## config.mk

```make
export PLATFORM = sky130hd
export DESIGN_NAME = shift_unit
export DESIGN_NICKNAME = d
export VERILOG_FILES = /design/src/rtl/shift_unit.sv
export SDC_FILE = /design/constraint.sdc
export NUM_CORES = 1
export LEC_CHECK = 0
export ABC_AREA = 1
export ABC_CLOCK_PERIOD_IN_PS = 1220
export BUFFER_PORTS_ARGS = -buffer_cell sky130_fd_sc_hd__buf_2
export CAP_MARGIN = 20
export CORE_ASPECT_RATIO = 0.7
export CORE_MARGIN = 2
export CORE_UTILIZATION = 41
export CTS_BUF_LIST = sky130_fd_sc_hd__clkbuf_8
export DETAILED_ROUTE_END_ITERATION = 10
export PLACE_DENSITY = 0.68
export SLEW_MARGIN = 15
export SYNTH_ARGS = -nofsm -noshare
export SYNTH_HDL_FRONTEND = slang
export SYNTH_SLANG_ARGS = --single-unit
```

## constraint.sdc

```tcl
create_clock -name clk -period 1.22 [get_ports clk]
set_input_delay 0.061 -clock clk [delete_from_list [all_inputs] [get_ports clk]]
set_output_delay 0.061 -clock clk [all_outputs]
set_load 0.01 [all_outputs]
```

## src/rtl/shift_unit.sv

```systemverilog
// -----------------------------------------------------------------------------
// shift_unit
//   Multi-cycle shifter that produces the barrel_out operand for the 16-bit ULA
//   (OPcode 2'b11 path). A start request in IDLE captures an operand, a shift
//   amount and a shift type. The operand is then shifted one bit position per
//   clock. The result is presented on a registered output together with a
//   one-cycle done pulse.
//
//   Optional feature: define SHIFT_STEP4_EN to shift four positions per clock
//   while at least four positions remain. Results are identical to the 1-bit
//   build; only the latency changes.
//
// Ports
//   clk        in   1      single clock, rising edge
//   rst_n      in   1      asynchronous, active-low reset
//   start      in   1      request; accepted only in IDLE when done is low
//   data_in    in   WIDTH  operand, captured on an accepted start
//   shamt      in   AMT_W  shift amount, captured on an accepted start
//   sh_op      in   2      00 LSL, 01 LSR, 10 ASR, 11 ROR
//   busy       out  1      high whenever the FSM is not in IDLE
//   done       out  1      one-cycle pulse; shift_out is valid from this cycle
//   shift_out  out  WIDTH  result register; holds between operations
// -----------------------------------------------------------------------------
module shift_unit #(
  parameter int WIDTH = 16,
  parameter int AMT_W = 4
) (
  input  logic             clk,
  input  logic             rst_n,
  input  logic             start,
  input  logic [WIDTH-1:0] data_in,
  input  logic [AMT_W-1:0] shamt,
  input  logic [1:0]       sh_op,
  output logic             busy,
  output logic             done,
  output logic [WIDTH-1:0] shift_out
);

  typedef enum logic [1:0] {
    S_IDLE  = 2'd0,
    S_SHIFT = 2'd1,
    S_DONE  = 2'd2
  } state_t;

  localparam logic [1:0] OP_LSL = 2'b00;
  localparam logic [1:0] OP_LSR = 2'b01;
  localparam logic [1:0] OP_ASR = 2'b10;

  state_t           state_q, state_d;
  logic [WIDTH-1:0] work_q, work_d;
  logic [AMT_W-1:0] count_q, count_d;
  logic [1:0]       op_q, op_d;
  logic [WIDTH-1:0] shift_out_q, shift_out_d;
  logic             done_q, done_d;
  logic             accept;

  // Single-position shift for the given operation.
  function automatic logic [WIDTH-1:0] step1(input logic [WIDTH-1:0] w,
                                             input logic [1:0]       op);
    logic [WIDTH-1:0] r;
    case (op)
      OP_LSL:  r = {w[WIDTH-2:0], 1'b0};
      OP_LSR:  r = {1'b0, w[WIDTH-1:1]};
      OP_ASR:  r = {w[WIDTH-1], w[WIDTH-1:1]};
      default: r = {w[0], w[WIDTH-1:1]};
    endcase
    return r;
  endfunction

`ifdef SHIFT_STEP4_EN
  // Four-position shift; equivalent to four consecutive step1 calls.
  function automatic logic [WIDTH-1:0] step4(input logic [WIDTH-1:0] w,
                                             input logic [1:0]       op);
    logic [WIDTH-1:0] r;
    case (op)
      OP_LSL:  r = {w[WIDTH-5:0], 4'b0000};
      OP_LSR:  r = {4'b0000, w[WIDTH-1:4]};
      OP_ASR:  r = {{4{w[WIDTH-1]}}, w[WIDTH-1:4]};
      default: r = {w[3:0], w[WIDTH-1:4]};
    endcase
    return r;
  endfunction
`endif

  // State register
  always_ff @(posedge clk or negedge rst_n) begin
    if (!rst_n) begin
      state_q <= S_IDLE;
    end else begin
      state_q <= state_d;
    end
  end

  // Datapath registers
  always_ff @(posedge clk or negedge rst_n) begin
    if (!rst_n) begin
      work_q      <= '0;
      count_q     <= '0;
      op_q        <= '0;
      shift_out_q <= '0;
      done_q      <= 1'b0;
    end else begin
      work_q      <= work_d;
      count_q     <= count_d;
      op_q        <= op_d;
      shift_out_q <= shift_out_d;
      done_q      <= done_d;
    end
  end

  // A start in the same cycle as the done pulse is dropped, so the next
  // request is taken only once the unit is idle with done low.
  assign accept = (state_q == S_IDLE) && start && !done_q;

  // Next-state and datapath update
  always_comb begin
    state_d     = state_q;
    work_d      = work_q;
    count_d     = count_q;
    op_d        = op_q;
    shift_out_d = shift_out_q;
    done_d      = 1'b0;
    case (state_q)
      S_IDLE: begin
        if (accept) begin
          work_d  = data_in;
          count_d = shamt;
          op_d    = sh_op;
          state_d = (shamt == '0) ? S_DONE : S_SHIFT;
        end
      end
      S_SHIFT: begin
`ifdef SHIFT_STEP4_EN
        if (count_q >= AMT_W'(4)) begin
          work_d  = step4(work_q, op_q);
          count_d = count_q - AMT_W'(4);
        end else begin
          work_d  = step1(work_q, op_q);
          count_d = count_q - AMT_W'(1);
        end
`else
        work_d  = step1(work_q, op_q);
        count_d = count_q - AMT_W'(1);
`endif
        if (count_d == '0) begin
          state_d = S_DONE;
        end
      end
      S_DONE: begin
        // Result register only ever changes here, so the ULA operand is
        // stable between operations.
        shift_out_d = work_q;
        done_d      = 1'b1;
        state_d     = S_IDLE;
      end
      default: state_d = S_IDLE;
    endcase
  end

  // Outputs
  always_comb begin
    busy      = (state_q != S_IDLE);
    done      = done_q;
    shift_out = shift_out_q;
  end

endmodule
```

==> results.json <==
{
  "maxSlewViolCount": 0,
  "hold_violations": 0,
  "synth_flop_cell": "dfrtp_1",
  "worstMarginPinSlew_ns": 0.225,
  "synth_cells": 291,
  "grt_overflow": 0,
  "reg2reg_slack_ns": 0.06,
  "final_nets": 368,
  "crit_path_start_kind": "flop",
  "reg2regPathDepth": 7,
  "clkSinkCount": 41,
  "cp.arrival_ns": 1.36,
  "fin_worst_hold_slack_ns": 0.0111,
  "gp_congestion": 0.764,
  "worstSkewPairLatency_ns": 0.30,
  "cts_tree": "built",
  "drt-total-wl_um": 4960,
  "synthToLayoutAreaGrowth_pct": 25.0,
  "synth.lib_cells_used.distinct": 18,
  "ys_seq_area_frac": 0.482,
  "drive_gt1_frac": 0.243,
  "track_usage": 0.176,
  "cts_made_buffers": 5,
  "fin_crit_ns": 1.16,
  "ir_worst_vdd_mv": 0.815,
  "async_flop_share": 1.00,
  "crit_path_max_fanout": 8,
  "cts.clk_slew.worst_paths_ns": 0.08,
  "first_pass_iters": 4,
  "ys_ff_latch": 41,
  "grt_first_pass_wirelength_um": 8010,
  "ys_warn_count": 0,
  "synth-edff-count": 0,
  "power_uw": 7570,
  "antenna_left": 0,
  "r2r_start": "op_q[0]",
  "dpl.hpwl_um": 3480,
  "nFillCells": 493,
  "p_leak_uw": 0.00149,
  "drt_iter0_markers": 180,
  "run_status": "finished, final reports clean",
  "diodes": 0,
  "timing.slew.headroom": 0.850,
  "crit_type": "flop to flop",
  "drc_errors": 0,
  "core_area_um2": 4890,
  "fin_skew_ns": 0.00991,
  "ios": 43,
  "dieHeight_um": 64.3,
  "fin_crit_sh": 0.953,
  "worstReg2RegEnd": "work_q[11]",
  "routedWlPerCell_um": 12.1,
  "clockBufferDepth": 2,
  "die_area_um2": 5800,
  "cts_root_buf": "clkbuf_8",
  "die_w_um": 90.2,
  "p_per_area_nw_per_um2": 2840,
  "start_util": 0.436,
  "syn_area_um2": 2130,
  "worstHoldStart": "shamt[3]",
  "vias_per_cell": 4.63,
  "h-tree-depth": 2,
  "grt_start_max_net_pins": 42,
  "holdPathStages": 3,
  "max_freq_ghz": 0.860,
  "crit_path_end_kind": "flop",
  "postSynthAreaPerCell_um2": 7.32,
  "grt_pass1_vias": 1678,
  "maxCapViolCount": 0,
  "vias": 1904,
  "hold_end": "count_q[3]",
  "min_path_type": "input port to flop",
  "row_count": 21,
  "setup_viol_count_final": 0,
  "antenna_found_initial": 0,
  "port_buffers": 42,
  "synth_nets": 318,
  "rsz0062_at_grt": "true",
  "critPathRequiredTime_ns": 1.42
}
[routing by layer]
| layer | vias to the layer above | global-route usage | share of wire |
|---|---|---|---|
| li1 | 992 | - | - |
| met1 | 851 | 0.260 | 0.52 |
| met2 | 56 | 0.247 | 0.41 |
| met3 | 5 | 0.0472 | 0.065 |
| met4 | 0 | 0.0615 | 0.0079 |
| met5 | - | 0 | 0 |
[report_power, final]
part | internal (µW) | switching, µW | leakage, µW
Clock | 613 | 510 | 0.0000543
Combinational | 1550 | 2450 | 0.000927
Sequential | 2040 | 406 | 0.000510
Total | 4210 | 3370 | 0.00149
[timing repair]
item | 4_1_cts | 5_1_grt
setup buffers | 0 | 1
hold endpoints to repair | 43 | 0
gates resized for setup | 0 | 22
setup endpoints to repair | 0 | 23
hold buffers | 3 | 0
[layout by cell type (no fill, tap or decap), drive strengths merged, types with 2 or more instances in the layout]
cell and count:
ha 2, nor2 11, nand3 25, o21ai 25, clkbuf 6, dlygate4sd3 3
nand2 144, buf 51, dfrtp 41, inv 30
[worst max-delay path by stage]
| stage | startpoint | end | slack, ns |
|---|---|---|---|
| 3_5_place_dp | state_q[0] | state_q[1] | 0.05 |
| 6_report | op_q[0] | work_q[11] | 0.06 |
| 2_1_floorplan | done | work_q[14] | 0.11 |
| 5_1_grt | op_q[0] | work_q[12] | -0.02 |
| 4_1_cts | op_q[1] | work_q[9] | 0.03 |
| 3_3_place_gp | op_q[1] | work_q[11] | 0.08 |
[through the flow]
step	cells	area [µm²]	worst slack, ns	util	setup TNS, ns
final	411	2660	0.0570	0.545	0
after detailed placement	398	2420	0.0505	0.495	0
after global routing	411	2660	-0.0162	0.545	-0.132
after CTS	409	2560	0.0338	0.525	0
after floorplan	291	2130	0.105	-	0
after global placement	398	2420	0.0794	0.495	0
[cells in the mapped netlist, types with 2 or more instances]
cell type	n	share of area
buf_2	3	0.0070
o21ai_0	24	0.056
dfrtp_1	41	0.48
ha_1	2	0.012
nand3_1	25	0.059
buf_4	2	0.0070
nand2_1	140	0.25
nand2_2	4	0.012
nor2_1	8	0.014
buf_6	5	0.026
inv_1	25	0.044
inv_2	5	0.0088
nor2_2	2	0.0059
[layout make-up]
class	count	area [µm²]	share of cell area
flip-flops and latches	41	1030	0.386
multi-input cells	208	931	0.350
repair buffers	55	385	0.145
inverters	30	118	0.0442
well taps	69	86.3	0.0324
clock buffers	5	68.8	0.0258
clock inverters	3	46.3	0.0174
[worst max-delay path, stage by stage (launching register included)]
cell and delay [ns]:
dfrtp_1 0.43, nor2_4 0.19, clkbuf_16 0.18, nand2_1 0.06, nand3_2 0.07, nand2_1 0.05, nand2_1 0.05, nand2_1 0.04
[cells by family (layout without fill, tap and decap cells)]
group / Yosys count / count (layout) / synth area share
and+or+nand+nor: 181 / 181 / 0.345
DFF: 41 / 41 / 0.482
buffers and inverters: 42 / 93 / 0.103
adders and majority gates: 2 / 2 / 0.0117
AOI/OAI and AO/OA: 25 / 25 / 0.0587
[registers in the layout (all words and copies together), names as in the netlist]
name       cells
shift_out     16
work_q        16
count_q        4
op_q           2
state_q        2
done           1
Note: power is estimated with default switching activity, not from simulation.
